## src/rtl/silife_max7219_sink.sv

```systemverilog
// Receive-side model of a MAX7219 daisy chain: oversamples CS/SCK/DIN, shifts a
// 16*CHAIN chain register and latches each device's word into its register file on CS rise.

module silife_max7219_dev (
  input  logic        clk,
  input  logic        reset,
  input  logic        latch,
  input  logic [15:0] word,
  input  logic [3:0]  rd_addr,
  input  logic [2:0]  rd_row,
  output logic [7:0]  rd_data,
  output logic [7:0]  row
);
  logic [7:0] digit [8];
  logic [7:0] decode;
  logic [3:0] intensity;
  logic [2:0] scan_limit;
  logic       shutdown_n;
  logic       test;

  always_ff @(posedge clk or posedge reset) begin
    if (reset) begin
      for (int i = 0; i < 8; i++) digit[i] <= 8'h00;
      decode     <= 8'h00;
      intensity  <= 4'h0;
      scan_limit <= 3'h0;
      shutdown_n <= 1'b0;
      test       <= 1'b0;
    end else if (latch) begin
      // bits 15:12 are don't-care on the real part
      case (word[11:8])
        4'h1, 4'h2, 4'h3, 4'h4,
        4'h5, 4'h6, 4'h7, 4'h8: digit[3'(word[11:8] - 4'd1)] <= word[7:0];
        4'h9: decode     <= word[7:0];
        4'hA: intensity  <= word[3:0];
        4'hB: scan_limit <= word[2:0];
        4'hC: shutdown_n <= word[0];
        4'hF: test       <= word[0];
        default: ;
      endcase
    end
  end

  always_comb begin
    rd_data = 8'h00;
    case (rd_addr)
      4'h1, 4'h2, 4'h3, 4'h4,
      4'h5, 4'h6, 4'h7, 4'h8: rd_data = digit[3'(rd_addr - 4'd1)];
      4'h9: rd_data = decode;
      4'hA: rd_data = {4'h0, intensity};
      4'hB: rd_data = {5'h00, scan_limit};
      4'hC: rd_data = {7'h00, shutdown_n};
      4'hF: rd_data = {7'h00, test};
      default: rd_data = 8'h00;
    endcase
  end

  assign row = digit[rd_row];
endmodule

module silife_max7219_sink #(
  parameter int CHAIN    = 4,
  parameter int DEV_BITS = (CHAIN > 1) ? $clog2(CHAIN) : 1
) (
  input  logic                  clk,
  input  logic                  reset,
  input  logic                  i_cs,
  input  logic                  i_sck,
  input  logic                  i_mosi,
  input  logic [DEV_BITS-1:0]   i_rd_dev,
  input  logic [3:0]            i_rd_addr,
  input  logic [2:0]            i_rd_row,
  output logic [7:0]            o_rd_data,
  output logic [8*CHAIN-1:0]    o_row,
  output logic                  o_dout,
  output logic                  o_frame,
  output logic                  o_frame_err
);
  localparam int W = 16 * CHAIN;

  // [0]=sync1, [1]=sync2, [2]=history; MOSI needs no history
  logic [2:0]   cs_p, sck_p;
  logic [1:0]   mosi_p;
  logic [W-1:0] chain;
  logic [3:0]   cnt;
  logic         nz;

  logic shift, cs_fall, cs_rise, latch;
  assign shift   = sck_p[1] & ~sck_p[2] & ~cs_p[1];
  assign cs_fall = cs_p[2] & ~cs_p[1];
  assign cs_rise = ~cs_p[2] & cs_p[1];
  assign latch   = cs_rise & nz;
  assign o_dout  = chain[W-1];

  always_ff @(posedge clk or posedge reset) begin
    if (reset) begin
      cs_p        <= 3'b111;
      sck_p       <= 3'b000;
      mosi_p      <= 2'b00;
      chain       <= '0;
      cnt         <= 4'h0;
      nz          <= 1'b0;
      o_frame     <= 1'b0;
      o_frame_err <= 1'b0;
    end else begin
      cs_p        <= {cs_p[1:0], i_cs};
      sck_p       <= {sck_p[1:0], i_sck};
      mosi_p      <= {mosi_p[0], i_mosi};
      o_frame     <= latch;
      o_frame_err <= latch & (cnt != 4'h0);
      if (shift) chain <= {chain[W-2:0], mosi_p[1]};
      // an SCK rise in the same sample as the CS fall still counts as bit 1
      cnt <= (cs_fall ? 4'h0 : cnt) + {3'b000, shift};
      nz  <= (cs_fall ? 1'b0 : nz) | shift;
    end
  end

  logic [CHAIN-1:0][7:0] dev_data, dev_row;
  logic [8*CHAIN-1:0]    row_n;

  for (genvar d = 0; d < CHAIN; d++) begin : g_dev
    silife_max7219_dev u_dev (
      .clk     (clk),
      .reset   (reset),
      .latch   (latch),
      .word    (chain[16*d +: 16]),
      .rd_addr (i_rd_addr),
      .rd_row  (i_rd_row),
      .rd_data (dev_data[d]),
      .row     (dev_row[d])
    );
    assign row_n[8*d +: 8] = dev_row[CHAIN-1-d];
  end

  always_ff @(posedge clk or posedge reset) begin
    if (reset) begin
      o_rd_data <= 8'h00;
      o_row     <= '0;
    end else begin
      o_rd_data <= dev_data[i_rd_dev];
      o_row     <= row_n;
    end
  end
endmodule

```

## config.mk

```make
export PLATFORM = sky130hd
export DESIGN_NAME = silife_max7219_sink
export DESIGN_NICKNAME = d
export VERILOG_FILES = /design/src/rtl/silife_max7219_sink.sv
export SDC_FILE = /design/constraint.sdc
export NUM_CORES = 1
export LEC_CHECK = 0
export CAP_MARGIN = 20
export CORE_UTILIZATION = 58
export CTS_CLUSTER_DIAMETER = 200
export DETAILED_ROUTE_END_ITERATION = 10
export PLACE_DENSITY = 0.75
export REMOVE_ABC_BUFFERS = 1
export SLEW_MARGIN = 20
export SYNTH_ARGS = -nofsm -noshare
export SYNTH_HDL_FRONTEND = slang
export SYNTH_SLANG_ARGS = --single-unit
export TNS_END_PERCENT = 10
```

## constraint.sdc

```tcl
create_clock -name clk -period 16.85 [get_ports clk]
set_input_delay 2.5275 -clock clk [delete_from_list [all_inputs] [get_ports clk]]
set_output_delay 2.5275 -clock clk [all_outputs]
set_load 0.005 [all_outputs]
```

# Yosys cells after proc, flatten, opt, wreduce, memory -nomap -nowiden
# Index checks and enable logic that the tools add are counted.
# totals
ff_bits	443
in_bits	14
output_inout_bits	43
wordCells	238
# classes
add_sub_neg	6
n_lt_le_gt_ge	11
n_eq_ne	65
muxes	44
bitwise	16
reduce_logical	34
# op_table
operator	n
64-bit bitwise mux	4
8-bit binary-select mux with 3-bit select	8
8-bit one-hot mux with 6 select lines	4
8-bit 2-to-1 mux	21
4-bit equality test, second input constant	30
8-bit demux with 3-bit select	4
4-bit by 3-bit equality test with 1-bit output, second input constant	20
2-bit AND reduction	24
4-bit by 2-bit equality test with 1-bit output, second input constant	10
8-bit OR reduction	5
4-bit greater-or-equal comparator, second input constant	6
3-bit NOT with 4-bit output	6
4-bit by 1-bit equality test with 1-bit output, second input constant	5
8-bit binary-select mux with 2-bit select	1
4-bit by 1-bit < comparator with 1-bit output, second input constant	4
3-bit by 1-bit subtractor with 3-bit output, second input constant	5
1-bit AND	6
4-bit by 1-bit adder with 4-bit output	1
1-bit logical AND	4
4-bit 2-to-1 mux	1
4-bit nonzero test	1
2-bit by 3-bit < comparator with 1-bit output, second input constant	1
1-bit NOT	3
1-bit 2-to-1 mux	1
1-bit OR	1

# Logic depth before layout (Yosys ltp)
# Gate-level depths: netlist of run 1.
# logic_depth
ltp_word	8
mapped_depth	12
depth_no_buf	7

# Cells and area by module
# From an unflattened synthesis of run 1, not the netlist that was laid out.
# unflattened
cells_unflattened	1510
hier_area_um2	22248.8
# by_module_without_submodules
module	instances	cells_per_inst	area_each_um2	seq_area_each_um2
silife_max7219_dev (g_dev[1].u_dev ...)	2	324	4543.1	2026.9
silife_max7219_dev (g_dev[3].u_dev)	1	324	4551.9	2026.9
silife_max7219_dev (g_dev[0].u_dev)	1	323	4536.9	2026.9
silife_max7219_sink	1	215	4073.9	2981.6

# Worst setup path before layout of run 1
# OpenSTA, ideal clock, no wires.
# synth_path
path_kind	input port to flip-flop
from	in i_rd_addr[0]
to	reg o_rd_data[1]
setup_time_ps	121
arrival_ps	5136
required_time_ps	16729
path_slack_ps	11593
cell_stages	12
path_buffers	5
path_cell_list	buf_6 > buf_6 > buf_2 > inv_1 > ha_1 > buf_2 > clkbuf_1 > mux4_2 > mux2_2 > a221oi_1 > nor2_1 > a22o_1
# synth_via
elab_chain_len	8
word_cells_on_any_way	34
cone_classes	1 x add/sub; 13 x eq/ne; 18 x mux; 1 x bitwise; 1 x reduce/logical
# synth_lines
item	line_no	text
start, declared	71	input logic [3:0] i_rd_addr,
3-bit by 1-bit subtractor with 3-bit output	48	4'h5, 4'h6, 4'h7, 4'h8: rd_data = digit[3'(rd_addr - 4'd1)];
3-bit NOT with 4-bit output (not written as such)	48	
8-bit binary-select mux with 3-bit select	48	
8-bit 2-to-1 mux (not written as such) (2 in series)	48	
8-bit one-hot mux with 6 select lines	46	case (rd_addr)
8-bit binary-select mux with 2-bit select (*)	140	o_rd_data <= dev_data[i_rd_dev];
8-bit 2-to-1 mux (not written as such) (*)	140	
end signal, assigned	140	
end, declared	73	output logic [7:0] o_rd_data,
# Mark *: on every way between the ends. The rest lies on a longest branch, timed or not. The select of a mux whose other input is x is not followed.
# A chain may end at the register's enable or synchronous reset.

# Worst setup path in the final report of run 1
# Ends and elaborated chain as after synthesis.

==> impl_summary.txt, run 1 <==
----------------------------------------------------
[Layout]
  Share of the core filled with cells in the final layout ... 65.70%
  Commonest non-fill, non-tap cell in the layout ... dfrtp_1
  Layout-stage area growth over the synthesis result ... 10.59%
  Antenna Cells ... 0
  Most frequent cells in the layout ... dfrtp_1 (440), mux2_2 (429), mux4_2 (128)
  Fraction of layout cells with a size suffix above 1 ... 44.71%
  Count of placed standard cells in the final layout, fillers left out ... 1926
  # nets final ... 1467

[Placement]
  Placer's final routability congestion estimate ... 0.8329
  Detailed placement HPWL ... 30.30 mm
  Number of I/O port buffers ... 56
  Inst Count DP ... 1841
  Setup Slack @ Placement ... 9973 ps

[STA]
  Shortest clock period the worst path allows after layout ... 6332 ps
  Slew at the pin closest to its max-slew limit ... 1013 ps
  Tcrit/Tclk final ... 37.58%
  Total negative slack ... 0 ps
  Highest achievable clock rate ... 157.9 MHz
  Hold violation total from the final report ... 0
  Slew margin rel. ... 32.44%
  Smallest setup slack after layout ... 10520 ps
  Setup repair after global routing missed its margin ... no
  Number of setup violations in the final report ... 0
  Skew final ... 14.95 ps
  Final Slew Violations ... 0

[CTS]
  Number of gates resized after cts ... 0
  Number of buffers created by CTS ... 47
  Post-CTS Hold Buffers ... 0
  Clock-pin slew of the registers on the worst-case setup and hold paths ... 60 ps
  Num Clock Sinks ... 443
  Root cell of the clock tree ... clkbuf_16
  Clock insertion delay at the later pin of the skew report ... 560 ps
  Postcts setup bufs ... 0
  Clock tree from TritonCTS ... built
  Maximum clock path buffer count ... 3
  Clock H-tree levels ... 2

[Setup path]
  Sort of element at the end of the critical path ... flip-flop
  Worst R2R Setup Slack ... 13900 ps
  Delay contributed by the slowest stage of the critical path ... 960 ps
  Critical register-to-register path startpoint ... cs_p[1]
  Capture instance of the worst register-to-register path ... g_dev[3].u_dev.digit[25]
  Crit path max-delay family ... buffers and inverters
  Number of buffers and inverters on the critical path ... 3
  Worst reg-to-reg path cell count ... 5
  Start-to-end type of the worst setup path ... input port to flip-flop
  Required time at the endpoint of the critical path ... 17290 ps
  Critical path cell sequence ... buf_4, inv_1, ha_2, buf_4, mux4_2, and2_1, a2111oi_0, a221oi_1, a22o_1
  Sort of element at the start of the critical path ... input port
  Critical-path cell with the highest stage delay ... ha_2
  Arrival time at the worst endpoint ... 6770 ps
  Most used cell along the critical path ... buf_4
  Maximum fanout along the worst path ... 40
  Cell depth of the worst setup path ... 9

[Synthesis]
  Async SR Flop Fraction ... 100.0%
  Dominant cell type by area after synthesis ... dfrtp_1
  EDFF count, synth ... 0
  Area share of the leading cell type in the synthesized netlist ... 51.60%
  Portion of netlist area occupied by mux cells ... 36.48%
  Number of synthesized register bits ... 443
  Post-synth top flop ... dfrtp_1
  Number of warnings printed during yosys synthesis ... 0
  Post-synthesis cell type count ... 47
  Synthesized area divided by synthesized cell count ... 14.98 µm²
  Simple-Gate Fraction of Synth Area ... 3.378%
  Post-synth design cell area ... 0.02134 mm²
  Number of instances in the synthesized netlist ... 1424
  Parity-gate share of the synthesized area counting xor and xnor cells ... 0.5336%
  Adder and majority gate portion of the synthesized area ... 1.407%
  Largest family of logic cells by synthesized area ... multiplexers
  Share of synthesized area occupied by flip-flops and latches ... 51.97%
  Synth Area in Compound Gates ... 3.624%
  Leading cell types by total area after synthesis ... dfrtp_1 (52%), mux2_2 (23%), mux4_2 (14%)

[Floorplan]
  Site row count ... 69
  Core ar. ... 0.03591 mm²
  Top-level port count ... 57
  Total die area ... 0.03756 mm²
  Die W ... 193.8 µm
  Initial Utilization ... 59.41%
  Die Y ... 193.8 µm

[Detailed routing]
  Routed wire length per instance ... 25.69 µm
  Vias after detailed routing ... 12702
  WL final ... 49.48 mm
  First-pass iteration count of the detailed router ... 8
  DRC marker count from the first detailed-route iteration ... 1040
  Vias per Instance ... 6.595
  Post-detailed-route DRC marker count ... 0
  Final ANT Viol Nets ... 0

[Hold path]
  Worst hold path startpoint ... mosi_p[0]
  Worst hold path type ... flip-flop to flip-flop
  Number of cells traversed by the worst hold path ... 0
  Endpoint, Worst Hold ... mosi_p[1]

[Flow run]
  Max-capacitance violation count ... 0

[GRT]
  Initial antenna violation count ... 2
  Gr ovfl total ... 0
  Pin count of the biggest net entering global routing ... 179
  Total Routing Usage GR ... 27.30%
  Number of global-route vias before repair ... 13248
  Global-route wire length before repair ... 78.78 mm

[Power and ir drop]
  Leakage power ... 0.01112 µW
  PnR Total Power ... 2243 µW
  Highest ir drop seen on vdd ... 70.29 µV
  Areal power density over the cells ... 95.06 mW/mm²

[Status]
  Result of the run ... finished clean

----------------------------------------------------
cells by family after synthesis:
family / Yosys count
xor+xnor: 13
mux: 564
simple gates: 149
flops: 443
buf+inv: 129
fa+ha+maj: 24
compound gates: 102
cell usage after synthesis (12+ instances only):
cell type and n:
mux4_2 128, a21oi_1 12, o21ai_0 21, and2_1 19, nand2_1 59, dfrtp_1 440
ha_1 24, a221oi_1 28, clkbuf_1 75, nor2_1 24, mux2_2 429, inv_1 15
buf_2 33
final cells by class:
class | count | area [µm²]
clock inverter | 9 | 53.80
multi-input combinational | 852 | 9714
inverter | 15 | 63.81
fill | 2531 | 12320
sequential | 443 | 11090
timing repair buffer | 70 | 663.1
clock buffer | 76 | 1435
tap | 461 | 576.8
worst max path at each step:
stage | from | to
floorplan | reset | chain[0]
global placement | i_rd_addr[0] | o_rd_data[1]
detailed placement | i_rd_addr[0] | o_rd_data[1]
CTS | i_rd_addr[0] | o_rd_data[1]
global route | i_rd_addr[0] | o_rd_data[1]
finish | i_rd_addr[0] | o_rd_data[1]
state kept, by name, summed over array words and instances, names as in the netlist:
register and flops:
g_dev.u_dev.test 4, chain 64, g_dev.u_dev.intensity 16, mosi_p 2, sck_p 3, nz 1, g_dev.u_dev.scan_limit 12, o_row 32
g_dev.u_dev.shutdown_n 4, cnt 4, g_dev.u_dev.digit 256, o_rd_data 8, o_frame 1, g_dev.u_dev.decode 32, o_frame_err 1, cs_p 3
per-layer routing:
layer  global-route usage (%)  wire length [µm]  vias up
met3                    4.957              3175       84
met1                    40.44             21960     6810
met4                    8.563              1298        2
met5                        0                13        -
met2                    41.38             23020      416
li1                         -                 -     5390
worst register-to-register path, cell delays in order (launching register included):
cell,delay (ps)
dfstp_2,570
nand3b_1,490
a221oi_1,520
and2_1,260
nand3_1,510
mux2_2,480
power by group:
part	leakage (µW)	switching, µW	internal (µW)
Sequential	0.00615	31.2	1080
Clock	0.000732	414	580
Combinational	0.00424	86.6	51.0
through the flow:
stage	hold slack, ps	cell area [µm²]
2_1_floorplan	331.2	20840
3_3_place_gp	334.1	22110
3_5_place_dp	345.1	22110
4_1_cts	359.7	23600
5_1_grt	365.3	23600
6_report	355.3	23600
Power figures use the tool's default switching activity.
==> run 2: changes to the inputs <==
==> constraint.sdc (replaced) <==
create_clock -name clk -period 5.9 [get_ports clk]
set_input_delay 0.885 -clock clk [delete_from_list [all_inputs] [get_ports clk]]
set_output_delay 0.885 -clock clk [all_outputs]
set_load 0.005 [all_outputs]
==> run 2 against run 1 <==
Compared with the run above:
- combinational power grew to 2.8 times the previous value
- clock skew is 8.2 ps higher
- sequential power grew to 2.9 times the previous value
- non-clock buffer count rose by 3
- sequential cell count stayed put
- clock-buffer cell count decreased by 5
- power grew to 2.9 times the previous value
- global-route usage rose by 0.69 points
- via count increased by 0.76%
- core utilization increased by 0.29 points
- critical path type unchanged
- largest power group unchanged
==> impl_summary.txt, run 2 (same netlist as run 1, synthesis figures left out) <==
----------------------------------------------------
[Power and ir drop]
  Combinational group share of total power ... 6.0%
  Leakage power ... 0.01118 µW
  Highest ir drop seen on vdd ... 194.6 µV
  Internal Pwr Total ... 4967 µW
  Clock network power share ... 45.3%
  Portion of total power attributed to sequential cells ... 48.7%
  Areal power density over the cells ... 275.0 mW/mm²
  Switching component of the power ... 1552 µW
  Switching Share ... 23.80%

[Floorplan]
  Top-level port count ... 57
  Total die area ... 0.03756 mm²
  Core ar. ... 0.03591 mm²
  Site row count ... 69
  Die W ... 193.8 µm
  Initial Utilization ... 59.41%
  Die Y ... 193.8 µm

[STA]
  Number of setup violations in the final report ... 0
  Hold violation total from the final report ... 0
  Tcrit/Tclk final ... 61.35%
  Shortest clock period the worst path allows after layout ... 3620 ps
  Final Slew Violations ... 0
  Skew final ... 23.11 ps
  Hold slack final ... 350.4 ps
  Setup repair after global routing missed its margin ... no
  Slew margin rel. ... 26.24%
  Slew at the pin closest to its max-slew limit ... 1102 ps
  Highest achievable clock rate ... 276.2 MHz

[CTS]
  Clock-pin slew of the registers on the worst-case setup and hold paths ... 60 ps
  Maximum clock path buffer count ... 3
  Root cell of the clock tree ... clkbuf_16
  Num Clock Sinks ... 443
  Number of buffers created by CTS ... 47
  Number of gates resized after cts ... 0
  Postcts setup bufs ... 0
  Clock tree from TritonCTS ... built
  Post-CTS Hold Buffers ... 0
  Clock H-tree levels ... 2
  Clock insertion delay at the later pin of the skew report ... 580 ps

[Placement]
  Inst Count DP ... 1844
  Detailed placement HPWL ... 31.56 mm
  Placer's final routability congestion estimate ... 0.8552
  Number of I/O port buffers ... 56

[Layout]
  Registers with the most flip-flops ... g_dev.u_dev.digit x256, chain x64
  Total of fill cells in the finished design ... 2503
  Count of placed standard cells in the final layout, fillers left out ... 1929
  Layout-stage area growth over the synthesis result ... 11.08%
  Combined area of the multi-input logic cells ... 0.009714 mm²
  Area of all sequential standard cells ... 0.01109 mm²
  # nets final ... 1470
  Most frequent cells in the layout ... dfrtp_1 (440), mux2_2 (429), mux4_2 (128)
  Fraction of layout cells with a size suffix above 1 ... 45.03%
  Antenna Cells ... 0
  Commonest non-fill, non-tap cell in the layout ... dfrtp_1
  Flip-flop count of the largest register after layout ... 256
  Most flops, register ... g_dev.u_dev.digit

[Setup path]
  Required time at the endpoint of the critical path ... 6410 ps
  Critical path cell sequence ... clkdlybuf4s50_1, inv_1, ha_1, a2111oi_2, nor2_1, nor2_1, a221oi_1, a22o_1
  Maximum fanout along the worst path ... 17
  Sort of element at the start of the critical path ... input port
  Most used cell along the critical path ... nor2_1
  Arrival time at the worst endpoint ... 4130 ps
  Delay contributed by the slowest stage of the critical path ... 880 ps
  Critical-path cell with the highest stage delay ... nor2_1
  Start-to-end type of the worst setup path ... input port to flip-flop
  Sort of element at the end of the critical path ... flip-flop

[GRT]
  Initial antenna violation count ... 1
  Global-route wire length before repair ... 80.43 mm
  Gr ovfl total ... 0
  Pin count of the biggest net entering global routing ... 128
  Number of global-route vias before repair ... 13244
  Total Routing Usage GR ... 27.99%

[Detailed routing]
  Vias per Instance ... 6.635
  Routed wire length per instance ... 26.14 µm
  Vias after detailed routing ... 12798
  WL final ... 50.42 mm
  Final ANT Viol Nets ... 0
  Post-detailed-route DRC marker count ... 0
  First-pass iteration count of the detailed router ... 5
  DRC marker count from the first detailed-route iteration ... 1244

[Hold path]
  Worst hold path type ... flip-flop to flip-flop

[Flow run]
  Max-capacitance violation count ... 0

[Status]
  Result of the run ... finished clean

----------------------------------------------------
## run 2: cell count changes in the layout (fill, tap and decap cells not counted), moves of 2 or more
cell       change
clkbuf_8       -3
bufinv_16      +2
buf_12         +2
clkbuf_1       -3
clkinv_2       +3
## run 2: final cells by class
class	instances	area share [%]
inverter	15	0.2692
clock inverter	14	0.5807
timing repair buffer	73	2.999
sequential	443	46.79
clock buffer	71	5.939
multi-input combinational	852	40.99
tap	461	2.434
## run 2: metrics by stage
stage / worst slack, ps / power [µW] / area [µm²] / setup TNS (ps) / util (%)
floorplan: -7324 / 3432 / 20840 / -3244020 / -
global placement: 1840 / 3611 / 22160 / 0 / 61.69
detailed placement: 1751 / 3624 / 22160 / 0 / 61.69
CTS: 2360 / 6568 / 23700 / 0 / 65.99
global route: 2101 / 6729 / 23700 / 0 / 65.99
finish: 2280 / 6519 / 23700 / 0 / 65.99
## run 2: power groups by stage
| stage | Clock (µW) | Sequential (µW) | Combinational [µW] |
|---|---|---|---|
| floorplan | 0 | 3190 | 239 |
| global placement | 0 | 3230 | 383 |
| detailed placement | 0 | 3230 | 394 |
| CTS | 3000 | 3170 | 395 |
| global route | 3120 | 3180 | 425 |
| finish | 2950 | 3180 | 391 |
## run 2: final timing paths
kind | startpoint | end | slack (ps) | cells past startpoint
min | mosi_p[0] | mosi_p[1] | 350 | 0
min reg2reg | mosi_p[0] | mosi_p[1] | 350 | 0
max | i_rd_addr[1] | o_rd_data[2] | 2280 | 8
max reg2reg | cs_p[1] | g_dev[1].u_dev.decode[5] | 2750 | 6
min in group asynchronous | reset | g_dev[0].u_dev.digit[63] | 830 | 2
max in group asynchronous | reset | o_row[23] | 3860 | 3
## run 2: worst max-delay path, delay by kind of cell
family	cells	cell delay, ps
AOI/OAI and AO/OA	3	730
adders and majority gates	1	620
buffers and inverters	2	610
and+or+nand+nor	2	1280
## run 2: per-layer routing
| metal | routed length, µm | GRT usage (%) |
|---|---|---|
| met5 | 14 | 0 |
| met4 | 1176 | 8.267 |
| met3 | 2977 | 4.557 |
| met2 | 23380 | 41.94 |
| met1 | 22870 | 42.46 |
==> run 3: changes to the inputs <==
==> constraint.sdc (replaced) <==
create_clock -name clk -period 3.4 [get_ports clk]
set_input_delay 0.51 -clock clk [delete_from_list [all_inputs] [get_ports clk]]
set_output_delay 0.51 -clock clk [all_outputs]
set_load 0.005 [all_outputs]
==> run 3 against run 2 <==
Compared with the run above:
- sequential share of layout area shrank 0.58 points
- core utilization up 0.83 points
- highest routed layer is now met4
- sequential cell count unchanged
- hold slack worse by 6.7 ps
- worst setup slack worse by 1700 ps
- critical path depth increased by 2
- global-route usage shrank 0.13 points
- combinational power is 91% higher
- sequential power is 73% higher
- clock-buffer cell count rose by 6
- first-iteration DRC count shrank 11%
==> impl_summary.txt, run 3 (same netlist as run 1, synthesis figures left out) <==
----------------------------------------------------
[Floorplan]
  Die Y ... 193.8 µm
  Site row count ... 69
  Core ar. ... 0.03591 mm²
  Die W ... 193.8 µm
  Initial Utilization ... 59.41%
  Top-level port count ... 57
  Total die area ... 0.03756 mm²

[Setup path]
  Maximum fanout along the worst path ... 27
  Required time at the endpoint of the critical path ... 3840 ps
  Worst R2R Setup Slack ... 690 ps
  Capture instance of the worst register-to-register path ... g_dev[3].u_dev.digit[59]
  Arrival time at the worst endpoint ... 3260 ps
  Sort of element at the start of the critical path ... input port
  Critical register-to-register path startpoint ... cs_p[1]
  Worst reg-to-reg path cell count ... 6
  Launching instance or port of the critical path ... i_rd_addr[1]
  Capture point of the worst path ... o_rd_data[2]
  Sort of element at the end of the critical path ... flip-flop
  Start-to-end type of the worst setup path ... input port to flip-flop

[Placement]
  Detailed placement HPWL ... 32.34 mm
  Placer's final routability congestion estimate ... 0.8365
  Inst Count DP ... 1878
  Number of I/O port buffers ... 56
  Area post-placement ... 0.02254 mm²

[CTS]
  Clock insertion delay at the later pin of the skew report ... 560 ps
  Number of buffers created by CTS ... 47
  Num Clock Sinks ... 443
  Postcts setup bufs ... 0
  Root cell of the clock tree ... clkbuf_16
  Clock tree from TritonCTS ... built
  Maximum clock path buffer count ... 3
  Post-CTS Hold Buffers ... 0
  Number of gates resized after cts ... 0
  Clock-pin slew of the registers on the worst-case setup and hold paths ... 60 ps
  Clock H-tree levels ... 2

[Power and ir drop]
  Combinational group share of total power ... 6.7%
  PnR Total Power ... 11140 µW
  Highest ir drop seen on vdd ... 392.4 µV
  Portion of total power attributed to sequential cells ... 49.4%
  Leakage power ... 0.01134 µW
  Clock network power share ... 43.9%
  Switching component of the power ... 2643 µW
  Internal Pwr Total ... 8496 µW
  Areal power density over the cells ... 464.1 mW/mm²
  Switching Share ... 23.73%

[Hold path]
  Worst hold path type ... flip-flop to flip-flop

[Detailed routing]
  Post-detailed-route DRC marker count ... 0
  Vias after detailed routing ... 12956
  WL final ... 50.16 mm
  Vias per Instance ... 6.600
  Routed wire length per instance ... 25.55 µm
  Final ANT Viol Nets ... 0
  First-pass iteration count of the detailed router ... 5
  DRC marker count from the first detailed-route iteration ... 1104

[Layout]
  Layout-stage area growth over the synthesis result ... 12.47%
  Most flops, register ... g_dev.u_dev.digit
  Total of fill cells in the finished design ... 2495
  Commonest non-fill, non-tap cell in the layout ... dfrtp_1
  Fraction of layout cells with a size suffix above 1 ... 45.70%
  Registers with the most flip-flops ... g_dev.u_dev.digit x256, chain x64
  Count of placed standard cells in the final layout, fillers left out ... 1963
  Flip-flop count of the largest register after layout ... 256
  Final design area excluding fillers ... 0.02400 mm²
  Most frequent cells in the layout ... dfrtp_1 (440), mux2_2 (429), mux4_2 (128)
  # nets final ... 1504
  Share of the core filled with cells in the final layout ... 66.82%

[STA]
  Shortest clock period the worst path allows after layout ... 2822 ps
  Highest achievable clock rate ... 354.4 MHz
  Final Slew Violations ... 0
  Number of setup violations in the final report ... 0
  Slew at the pin closest to its max-slew limit ... 838.1 ps
  Tcrit/Tclk final ... 82.99%
  Hold violation total from the final report ... 0
  Skew final ... 15.44 ps
  Total negative slack ... 0 ps
  Slew margin rel. ... 43.88%
  Setup repair after global routing missed its margin ... no

[GRT]
  Global-route wire length before repair ... 80.32 mm
  Number of global-route vias before repair ... 13500
  Gr ovfl total ... 0
  Pin count of the biggest net entering global routing ... 79
  Total Routing Usage GR ... 27.86%
  Initial antenna violation count ... 0

[Flow run]
  Max-capacitance violation count ... 0

[Status]
  Result of the run ... finished clean

----------------------------------------------------
-- run 3: cell types whose count changed in the layout (fill, tap and decap cells not counted), sizes merged --
cell | before | now
bufinv | 2 | 0
clkinv | 10 | 6
diode | 0 | 1
clkinvlp | 1 | 0
buf | 21 | 55
clkbuf | 71 | 77
-- run 3: area by class of cell --
cell class                 count  area, µm²  area share (%)
tap                          461      576.8           2.404
clock inverter                 7      38.79          0.1616
multi-input combinational    852       9714           40.48
antenna                        1      2.502         0.01043
sequential                   443      11090           46.21
timing repair buffer         107       1091           4.546
inverter                      15      63.81          0.2659
clock buffer                  77       1421           5.923
-- run 3: power groups by stage --
| stage | clock network [µW] | registers [µW] | logic, µW |
|---|---|---|---|
| after floorplan | 0 | 5540 | 414 |
| after global placement | 0 | 5600 | 735 |
| after detailed placement | 0 | 5600 | 750 |
| after CTS | 4960 | 5510 | 755 |
| after global routing | 5170 | 5530 | 810 |
| final | 4880 | 5510 | 746 |
-- run 3: per-layer routing --
metal / track usage, % / part of all wire (%)
met5: 0 / 0
met4: 9.748 / 3.0
met3: 4.349 / 6.8
met2: 42.67 / 47
met1: 40.94 / 43
-- run 3: worst min path at each step --
stage	startpoint	end	slack (ps)	cells past startpoint
floorplan	mosi_p[0]	mosi_p[1]	330	0
global placement	sck_p[0]	sck_p[1]	330	0
detailed placement	sck_p[0]	sck_p[1]	330	0
CTS	i_cs	cs_p[0]	330	1
global route	sck_p[0]	sck_p[1]	350	0
finish	sck_p[0]	sck_p[1]	340	0
-- run 3: critical path, stage by stage --
cell,delay [ps]
clkdlybuf4s50_1,540
inv_1,100
ha_2,350
buf_12,210
buf_12,240
mux4_2,310
and2_1,160
a2111oi_0,380
a221oi_1,160
a22o_1,250
-- run 3: per-stage QoR --
stage                     setup WS (ps)  hold slack (ps)
after detailed placement          35.87            334.7
after global placement            61.42            331.6
after floorplan                   -9449            331.2
after CTS                         623.9            327.3
after global routing              497.2            351.5
final                             578.2            343.7
